<file path="src/rtl/rf_wb_queue.sv">
// rf_wb_queue: in-order write-back FIFO that owns the register-file write port
// and forwards pending, not-yet-committed values to each read port.
module rf_wb_queue #(
  parameter int DATA_W     = 32,
  parameter int ADRS_W     = 4,
  parameter int READ_PORTS = 2,
  parameter int DEPTH      = 4
) (
  input  logic                                  clock,
  input  logic                                  reset,
  input  logic                                  res_valid,
  output logic                                  res_ready,
  input  logic [ADRS_W-1:0]                     res_dst,
  input  logic [DATA_W-1:0]                     res_data,
  input  logic                                  wb_hold,
  output logic                                  wr_en,
  output logic [ADRS_W-1:0]                     dst,
  output logic [DATA_W-1:0]                     datain,
  input  logic [READ_PORTS-1:0][ADRS_W-1:0]     fwd_src,
  output logic [READ_PORTS-1:0]                 fwd_hit,
  output logic [READ_PORTS-1:0][DATA_W-1:0]     fwd_data,
  output logic [$clog2(DEPTH):0]                count
);

  localparam int PW = $clog2(DEPTH);
  localparam int CW = PW + 1;

  logic [ADRS_W-1:0] mem_dst  [DEPTH];
  logic [DATA_W-1:0] mem_data [DEPTH];
  logic [PW-1:0]     wr_ptr;
  logic [PW-1:0]     rd_ptr;
  logic [PW-1:0]     slot     [DEPTH];
  logic              push;
  logic              pop;

  assign res_ready = (count != CW'(DEPTH));
  assign push      = res_valid && res_ready;
  assign pop       = (count != '0) && !wb_hold;

  always_ff @(posedge clock) begin
    if (push) begin
      mem_dst[wr_ptr]  <= res_dst;
      mem_data[wr_ptr] <= res_data;
    end
  end

  always_ff @(posedge clock or posedge reset) begin
    if (reset) begin
      wr_ptr <= '0;
      rd_ptr <= '0;
      count  <= '0;
      wr_en  <= 1'b0;
      dst    <= '0;
      datain <= '0;
    end else begin
      wr_en <= pop;
      if (push) wr_ptr <= wr_ptr + PW'(1);
      if (pop) begin
        rd_ptr <= rd_ptr + PW'(1);
        dst    <= mem_dst[rd_ptr];
        datain <= mem_data[rd_ptr];
      end
      if (push && !pop)      count <= count + CW'(1);
      else if (pop && !push) count <= count - CW'(1);
    end
  end

  // slot[k] is the k-th oldest entry; later matches override earlier ones
  always_comb begin
    for (int k = 0; k < DEPTH; k++) slot[k] = rd_ptr + PW'(k);
  end

  always_comb begin
    fwd_hit  = '0;
    fwd_data = '0;
    for (int i = 0; i < READ_PORTS; i++) begin
      if (wr_en && dst == fwd_src[i]) begin
        fwd_hit[i]  = 1'b1;
        fwd_data[i] = datain;
      end
      for (int k = 0; k < DEPTH; k++) begin
        if (CW'(k) < count && mem_dst[slot[k]] == fwd_src[i]) begin
          fwd_hit[i]  = 1'b1;
          fwd_data[i] = mem_data[slot[k]];
        end
      end
    end
  end

endmodule
</file>
<file path="config.mk">
export PLATFORM = sky130hd
export DESIGN_NAME = rf_wb_queue
export DESIGN_NICKNAME = d
export VERILOG_FILES = /design/src/rtl/rf_wb_queue.sv
export SDC_FILE = /design/constraint.sdc
export NUM_CORES = 1
export LEC_CHECK = 0
export CELL_PAD_IN_SITES_DETAIL_PLACEMENT = 1
export CELL_PAD_IN_SITES_GLOBAL_PLACEMENT = 1
export CORE_UTILIZATION = 44
export CTS_BUF_LIST = sky130_fd_sc_hd__clkbuf_8 sky130_fd_sc_hd__clkbuf_16
export CTS_CLUSTER_SIZE = 30
export DETAILED_ROUTE_END_ITERATION = 10
export GPL_TIMING_DRIVEN = 0
export PLACE_DENSITY_LB_ADDON = 0.1
export REMOVE_ABC_BUFFERS = 1
export SLEW_MARGIN = 20
export SYNTH_ARGS = -nofsm -noshare
export SYNTH_HDL_FRONTEND = slang
export SYNTH_SLANG_ARGS = --single-unit
</file>
<file path="constraint.sdc">
create_clock -name clock -period 4 [get_ports clock]
set_clock_uncertainty 0.15 [all_clocks]
set_input_delay 0.8 -clock clock [delete_from_list [all_inputs] [get_ports clock]]
set_output_delay 0.8 -clock clock [all_outputs]
set_load 0.03 [all_outputs]
</file>
; Yosys cells after proc, flatten, opt, wreduce, memory -nomap -nowiden
; Memories as Yosys holds them, arrays and structs flattened.
; Index checks and enable logic that the tools add are counted.
; W data, S select, Z words.
[classes]
n_addsub = 6
n_lt_le_gt_ge = 4
eq_ne = 11
muxes = 24
reduce_logical = 19
[op_table]
columns = op, n
row1 = $mux W32, 10
row2 = $eq A4 B4 Y1, 10
row3 = $logic_and A1 B1 Y1, 14
row4 = $mux W1, 12
row5 = $lt A1 B3 Y1 const A, 2
row6 = $lt A2 B3 Y1 const A, 2
row7 = $mux W3, 2
row8 = $add A2 B1 Y2 const B, 2
row9 = $add A2 B2 Y2 const B, 2
row10 = $add A3 B1 Y3 const B, 1
row11 = $logic_not A1 Y1, 3
row12 = $ne A3 B3 Y1 const B, 1
row13 = $reduce_bool A3 Y1, 1
row14 = $sub A3 B1 Y3 const B, 1
row15 = $reduce_bool A2 Y1, 1
[totals]
reg_bits = 44
ram_bits = 144
input_bits = 48
out_inout_bits = 107
wordCells = 72
n_memories = 2
[mem_list]
columns = name, words, width, read_ports, rd_clocked_by_memory_dff, wr, line
row1 = mem_data, 4, 32, 4, 0, 1, 29  ; logic [DATA_W-1:0] mem_data [DEPTH];
row2 = mem_dst, 4, 4, 4, 0, 1, 28  ; logic [ADRS_W-1:0] mem_dst [DEPTH];

; Longest topological paths before layout
; Gate-level depths: netlist of the first run.
[depth]
ltp_word = 7
mapped_depth = 12
ltp_nobuf = 8

; Least setup slack after synthesis of the first run
; Ideal clock, no wire load.
[synth_path]
path_type = input to output
startpoint = input fwd_src[2] (netlist bit)
endpoint = output fwd_data[10] (netlist bit)
t_arrival_ns = 3.070
required_ns = 3.050
path_slack_ns = -0.020
cell_stages = 9
path_buffers = 3
path_cell_list = clkbuf_1 > xnor2_1 > nand4_1 > nor2_1 > or3b_1 > buf_2 > buf_2 > a311oi_1 > a311oi_1
[synth_lines]
columns = element, line
row1 = start: declaration, 19  ; input logic [READ_PORTS-1:0][ADRS_W-1:0] fwd_src,
row2 = end: declaration, 21  ; output logic [READ_PORTS-1:0][DATA_W-1:0] fwd_data,

==> results by group, run 1 <==
Global route
  – First-pass GRT wire length: 86,200 µm
  – M1 GR Usage: 47.1%
  – Busiest grt layer: met2
  – Number of global-route vias before repair: 13,703
  – Met3 usage: 8.70%
  – Initial antenna violation count: 4
  – Grt ovf: 0
  – Total GRT Usage: 40.5%
  – Largest net degree at the start of global routing: 58
  – GR Layer Usage met2: 67.4%

Worst setup path
  – CP max stage delay: 0.56 ns
  – Crit end category: output pin
  – CP Launch Type: flop
  – Worst EP arrival: 4.02 ns
  – RR Startpoint: rd_ptr[1]
  – Crit-path cells: buf_8 -> buf_4 -> mux4_2 -> xor2_2 -> nor3_2 -> nand3_4 -> buf_12 -> or3b_4 -> buf_6 -> buf_16 -> a311oi_4 -> a311oi_2 -> buf_4
  – Kind of critical path: flop to output pin
  – CP dominant cell by count: buf_4
  – Critical Path RT: 3.05 ns
  – Crit path max fanout: 6
  – Origin of the worst setup path: rd_ptr[1]
  – Reg2reg setup slack: 1.34 ns
  – Slowest-stage cell, CP: dfrtp_4

Status
  – Status: finished, violations left
  – Failing checks: negative setup slack

Synthesis
  – Mean post-synth cell area: 9.32 µm²
  – Synth cell types: 42
  – Post-synthesis sequential area ratio: 42.9%
  – Cell area after synthesis: 12,600 µm²
  – Post-synth top area share: 34.2%
  – Synth warnings: 0
  – Most used DFF post-synth: edfxtp_1
  – Flops & latches, synth: 188
  – EDFF count, synth: 144
  – Synth top area cells: edfxtp_1, mux2i_1, dfrtp_1
  – Synth async-reset ratio: 23.4%
  – Synth area leader: edfxtp_1
  – Syn Inst Count: 1,356

Timing
  – Worst-Margin Slew: 1.02 ns
  – Final hold violations: 0
  – Slack of the critical path: -0.967 ns
  – Minimum clock period: 4.97 ns
  – Final Max Slew Viols: 0
  – Crit share post-route: 124%
  – RSZ-0062 raised after global routing: yes
  – # setup viols final: 66
  – Fmax: 201 MHz
  – Final TNS setup: -41.87 ns
  – Relative max-transition margin: 31.8%

Worst hold path
  – Hold_sp: datain[28]
  – Hold Path Class: flop to flop

Routing
  – WL/cell: 35.6 µm
  – Final WL: 70,200 µm
  – Remaining antenna violation count after routing: 0
  – DR iter-0 viols: 1,806
  – Vias per cell: 7.08
  – Routed vias: 13,955
  – Residual DRC: 0
  – Router iterations before antenna repair: 7

CTS
  – Clk sinks: 188
  – Clk pin slew, worst setup/hold paths: 0.08 ns
  – Clock tree buffer depth: 2
  – CTS root buf: clkbuf_16
  – CTS tree: done
  – H-tree lvl count: 4
  – Clk_lat worst skew: 0.47 ns
  – TritonCTS buffer count: 17

Pwr
  – Leakage: 7.40 nW
  – Worst vdd ir: 0.714 mV
  – Pwr dens: 1060 nW/µm²
  – Tot Pwr: 19.7 mW

Floorplan
  – Core ar.: 28,000 µm²
  – Initial core utilization: 45.1%
  – Die height: 171 µm
  – Die W: 171 µm
  – Std cell rows: 61
  – # IOs: 155
  – Die footprint: 29,400 µm²

Place
  – Placer Congestion: 0.779
  – Cell Count Post-Placement: 1,798
  – DP HPWL: 28,000 µm
  – IO Port Bufs: 154
  – Placement Cell Area: 14,800 µm²

Final layout
  – Nets: 1,635
  – Layout cells sized above 1: 33.6%
  – Cell Count, Final, Fillers Out: 1,971
  – Final Util: 66.1%
  – Final instance area: 18,500 µm²
  – FILL cells: 2,854
  – P&R area growth vs syn: 46.6%

Flow run
  – Max-cap viol count: 0
[metal layers]
| metal | vias up | wire length (µm) |
|---|---|---|
| met2 | 1215 | 31500 |
| met5 | - | 40 |
| li1 | 5399 | - |
| met3 | 524 | 8420 |
| met1 | 6811 | 23400 |
| met4 | 6 | 6870 |
[repair_timing]
action / 4_1_cts / 5_1_grt
endpoints found under the setup margin: 66 / 66
buffers inserted: 82 / 42
cloned: 21 / 8
pin swaps: 68 / 49
resized for setup: 626 / 151
hold buffers: 0 / 0
[where the power goes]
group	leakage, nW	switching (mW)	total, mW	internal, mW
clock network	0.270	0.931	1.75	0.820
registers	1.84	0.622	3.29	2.67
logic	5.28	9.04	14.7	5.63
[worst max-delay path: cells and delay by family, from the launching register on]
kind	cells	cell delay, ns
xor gates and xnor gates	1	0.18
AOI/OAI and AO/OA	2	0.55
DFF	1	0.56
and+or+nand+nor	3	0.84
buffers and inverters	6	1.05
muxes	1	0.36
[state kept, by name, summed over array words and instances (netlist names)]
name      cells
mem_data    128
datain       32
mem_dst      16
dst           4
count         3
rd_ptr        2
wr_ptr        2
wr_en         1
[Yosys cell counts, types with 6 or more instances]
| cell type | number |
|---|---|
| xor2_1 | 25 |
| a21oi_1 | 36 |
| a311oi_1 | 63 |
| buf_2 | 32 |
| nand2_1 | 292 |
| dfrtp_1 | 44 |
| mux2_2 | 36 |
| o31ai_1 | 31 |
| o21ai_0 | 108 |
| a221oi_1 | 30 |
| mux4_2 | 11 |
| nor3_1 | 18 |
| buf_1 | 11 |
| nand3_1 | 7 |
| nor2_1 | 102 |
| edfxtp_1 | 144 |
| and3_1 | 6 |
| o21ai_1 | 31 |
| ha_1 | 9 |
| xnor2_1 | 26 |
| clkbuf_1 | 70 |
| inv_1 | 39 |
| nor3_2 | 20 |
| mux2i_1 | 134 |
[cells by family (layout without fill, tap and decap cells)]
kind of cell	Yosys count	count (layout)	synth area share (%)
compound gates	306	315	15.7
xor+xnor	51	51	3.54
fa+ha+maj	9	9	0.891
buf+inv	158	384	5.28
flops	188	188	42.9
mux	184	184	16.2
other cells	0	2	0
simple gates	460	460	15.5
[cells in the final DEF (no fill, tap or decap), drive strengths merged, types with 7 or more instances in the layout]
cell type	n
o31ai	31
xnor2	26
a21oi	37
a311oi	63
nor3	38
dfrtp	44
a221oi	30
clkbuf	23
buf	209
mux2i	137
bufbuf	10
o21ai	139
ha	9
xor2	25
inv	47
mux2	36
mux4	11
clkdlybuf4s50	82
nand2	292
edfxtp	144
nor2	104
a211o	9
nand3	7
[final timing paths]
check / end / cells after the start
setup / recovery: fwd_data[20] / 13
hold / removal: datain[28] / 2
setup reg to reg: datain[11] / 8
hold reg to reg: datain[28] / 2
max in group asynchronous: rd_ptr[1] / 3
min in group asynchronous: count[0] / 2
[per-stage QoR]
step                worst slack, ns  hold slack, ns
CTS                          -0.484           0.412
detailed placement            -2.03           0.376
global placement             -10.31           0.365
global route                 -0.989           0.441
floorplan                     -6.16           0.430
finish                       -0.967           0.423
[area by class of cell]
class                   count  area, µm²  share of cell area, %
diodes                      2       5.00                 0.0270
multi-input cells        1019       8090                   43.7
repair buffers            313       3800                   20.5
flip-flops and latches    188       5430                   29.3
well taps                 378        473                   2.55
clock inverters            15        128                  0.689
inverters                  39        164                  0.885
clock buffers              17        425                   2.30
Note: power is estimated with default switching activity, not from simulation.
==> run 2: changes to the inputs <==
Settings changed: CORE_MARGIN from default to 10.
==> results by group, run 2 (same netlist as run 1, synthesis figures left out) <==
Floorplan
  – # IOs: 155 (unchanged)
  – Std cell rows: 61 (unchanged)
  – Die W: 189 µm (+10%)
  – Die footprint: 35,900 µm² (+22%)
  – Core ar.: 28,100 µm² (+0.27%)
  – Die height: 189 µm (+10%)
  – Initial core utilization: 45.0% (-0.12 points)

Worst setup path
  – Slowest-stage cell, CP: mux4_2
  – CP Launch Type: flop
  – RR Startpoint: rd_ptr[1]
  – Path depth of the worst reg2reg path: 6 (-2)
  – Crit end category: output pin
  – Reg2reg setup slack: 1.32 ns (-0.02 ns)
  – Critical Path RT: 3.05 ns (about the same)
  – Kind of critical path: flop to output pin
  – CP max stage delay: 0.57 ns (about the same)
  – Crit-path cells: buf_16 -> mux4_2 -> xnor2_2 -> nand4_1 -> nor2_4 -> clkbuf_16 -> or3b_4 -> buf_12 -> buf_16 -> a311oi_4 -> a311oi_2 -> buf_4
  – CP delay by family, top: buffers and inverters
  – Crit path max fanout: 7 (+1)
  – Worst EP arrival: 3.83 ns (-0.19 ns)
  – Reg2reg end: datain[20]
  – WP buf/inv: 5 (-1)
  – CP dominant cell by count: buf_16

Status
  – Status: finished, violations left
  – Failing checks: negative setup slack

Global route
  – Total GRT Usage: 32.2% (-8.3 points)
  – Number of global-route vias before repair: 14,031 (+2.4%)
  – Largest net degree at the start of global routing: 61 (+5.2%)
  – Initial antenna violation count: 1 (-3)
  – Grt ovf: 0 (unchanged)
  – First-pass GRT wire length: 88,400 µm (+2.6%)

Final layout
  – Largest regs: mem_data x128, datain x32, mem_dst x16
  – Max reg flops: 128 (unchanged)
  – Area occupied by multi-input gates: 7890 µm² (-2.5%)
  – Largest Register: mem_data
  – Sequential cell area: 5430 µm² (unchanged)
  – FILL cells: 2,938 (+2.9%)
  – Most frequent cells in the layout: nand2_1, edfxtp_1, buf_4
  – Final instance area: 18,300 µm² (-1.3%)
  – Layout cells sized above 1: 33.0% (-0.56 points)
  – Commonest non-fill, non-tap cell in the layout: nand2_1
  – P&R area growth vs syn: 44.7%
  – Nets: 1,647 (+0.73%)

Routing
  – Router iterations before antenna repair: 7 (unchanged)
  – DR iter-0 viols: 1,894 (+4.9%)
  – Vias per cell: 6.96 (-1.7%)
  – Residual DRC: 0 (unchanged)
  – Remaining antenna violation count after routing: 0 (unchanged)
  – Routed vias: 13,806 (-1.1%)
  – Final WL: 69,200 µm (-1.4%)
  – WL/cell: 34.9 µm (-2.0%)

Timing
  – Fmax: 209 MHz (+3.8%)
  – Crit share post-route: 120% (-4.6 points)
  – Minimum clock period: 4.78 ns (-0.183 ns)
  – Final TNS setup: -37.37 ns (+4.51 ns)
  – Slack of the critical path: -0.784 ns (+0.183 ns)
  – Final Max Slew Viols: 0 (unchanged)
  – Worst-Margin Slew: 0.952 ns (-0.0652 ns)
  – Relative max-transition margin: 36.0% (+4.2 points)
  – Final hold violations: 0 (unchanged)
  – Fin Hold WS: 0.415 ns (-0.00730 ns)
  – # setup viols final: 66 (unchanged)
  – RSZ-0062 raised after global routing: yes

CTS
  – H-tree lvl count: 4 (unchanged)
  – TritonCTS buffer count: 17 (unchanged)
  – CTS root buf: clkbuf_16
  – Clk sinks: 188 (unchanged)
  – Clk pin slew, worst setup/hold paths: 0.09 ns (about the same)
  – Clock tree buffer depth: 2 (unchanged)
  – Clk_lat worst skew: 0.47 ns (about the same)
  – CTS tree: done
  – CTS Hold Bufs: 0 (unchanged)

Pwr
  – Leakage: 7.36 nW (-0.53%)
  – Worst vdd ir: 0.859 mV (+20%)
  – Tot Pwr: 19.3 mW (-2.1%)
  – Pwr dens: 1060 nW/µm² (-0.84%)

Worst hold path
  – Hold Crit Endpoint: datain[21]
  – Hold Path Class: flop to flop
  – WHS Path Cells: 2 (unchanged)
  – Hold_sp: datain[21]

Place
  – Placer Congestion: 0.807 (+3.7%)
  – IO Port Bufs: 154 (unchanged)
  – Placement Cell Area: 14,900 µm² (+0.42%)
  – DP HPWL: 29,400 µm (+5.1%)

Flow run
  – Max-cap viol count: 0 (unchanged)
==> run 2: stage by stage <==
step	instances	setup WS, ns	util (%)
after CTS	1942	-0.534	62.3
after detailed placement	1800	-2.20	53.1
after global routing	1982	-0.854	65.1
after global placement	1769	-10.44	50.3
after floorplan	1237	-6.16	-
final	1983	-0.784	65.1
==> run 2: cell type report <==
type                    count  area share, %
diodes                      2         0.0274
clock buffers              17           2.33
clock inverters            15          0.719
inverters                  39          0.883
multi-input cells        1016           43.2
flip-flops and latches    188           29.7
well taps                 378           2.59
repair buffers            328           20.6
==> run 2: what timing repair did <==
action / 4_1_cts / 5_1_grt
endpoints found under the setup margin: 66 / 66
pin swaps: 68 / 54
gates cloned: 17 / 2
gates resized for setup: 605 / 115
endpoints found under the hold margin: 0 / 0
buffers inserted: 94 / 46
==> run 2: worst max-delay path by stage <==
stage                    from          end  slack (ns)  depth (start not counted)
floorplan           rd_ptr[1]  fwd_data[0]       -6.16                          7
finish              rd_ptr[1]  fwd_data[3]       -0.78                         12
detailed placement  rd_ptr[1]  fwd_data[3]       -2.20                         11
global placement    rd_ptr[1]  fwd_data[3]      -10.44                          8
global route        rd_ptr[0]  fwd_data[5]       -0.85                         10
CTS                 rd_ptr[0]  fwd_data[8]       -0.53                         14
==> run 2: worst register-to-register path, stage by stage (launching register included) <==
cell	delay [ns]
dfrtp_4	0.51
buf_4	0.16
buf_12	0.17
buf_16	0.27
mux2_2	0.42
o21ai_0	0.70
o21ai_0	0.16
==> run 2: per-layer routing <==
layer | up-vias | wire (µm) | GRT usage (%) | part of all wire [%]
li1 | 5417 | - | - | -
met1 | 6762 | 24300 | 36.3 | 35
met2 | 1192 | 31600 | 53.2 | 46
met3 | 433 | 7470 | 7.39 | 11
met4 | 2 | 5850 | 22.3 | 8.4
met5 | - | 34 | 0 | 0.049
==> run 2: power by group <==
part           total, mW  leakage [nW]  switching (mW)  internal, mW
clock network       1.79         0.275           0.964         0.824
logic               14.2          5.24            8.79          5.41
registers           3.31          1.84           0.637          2.67
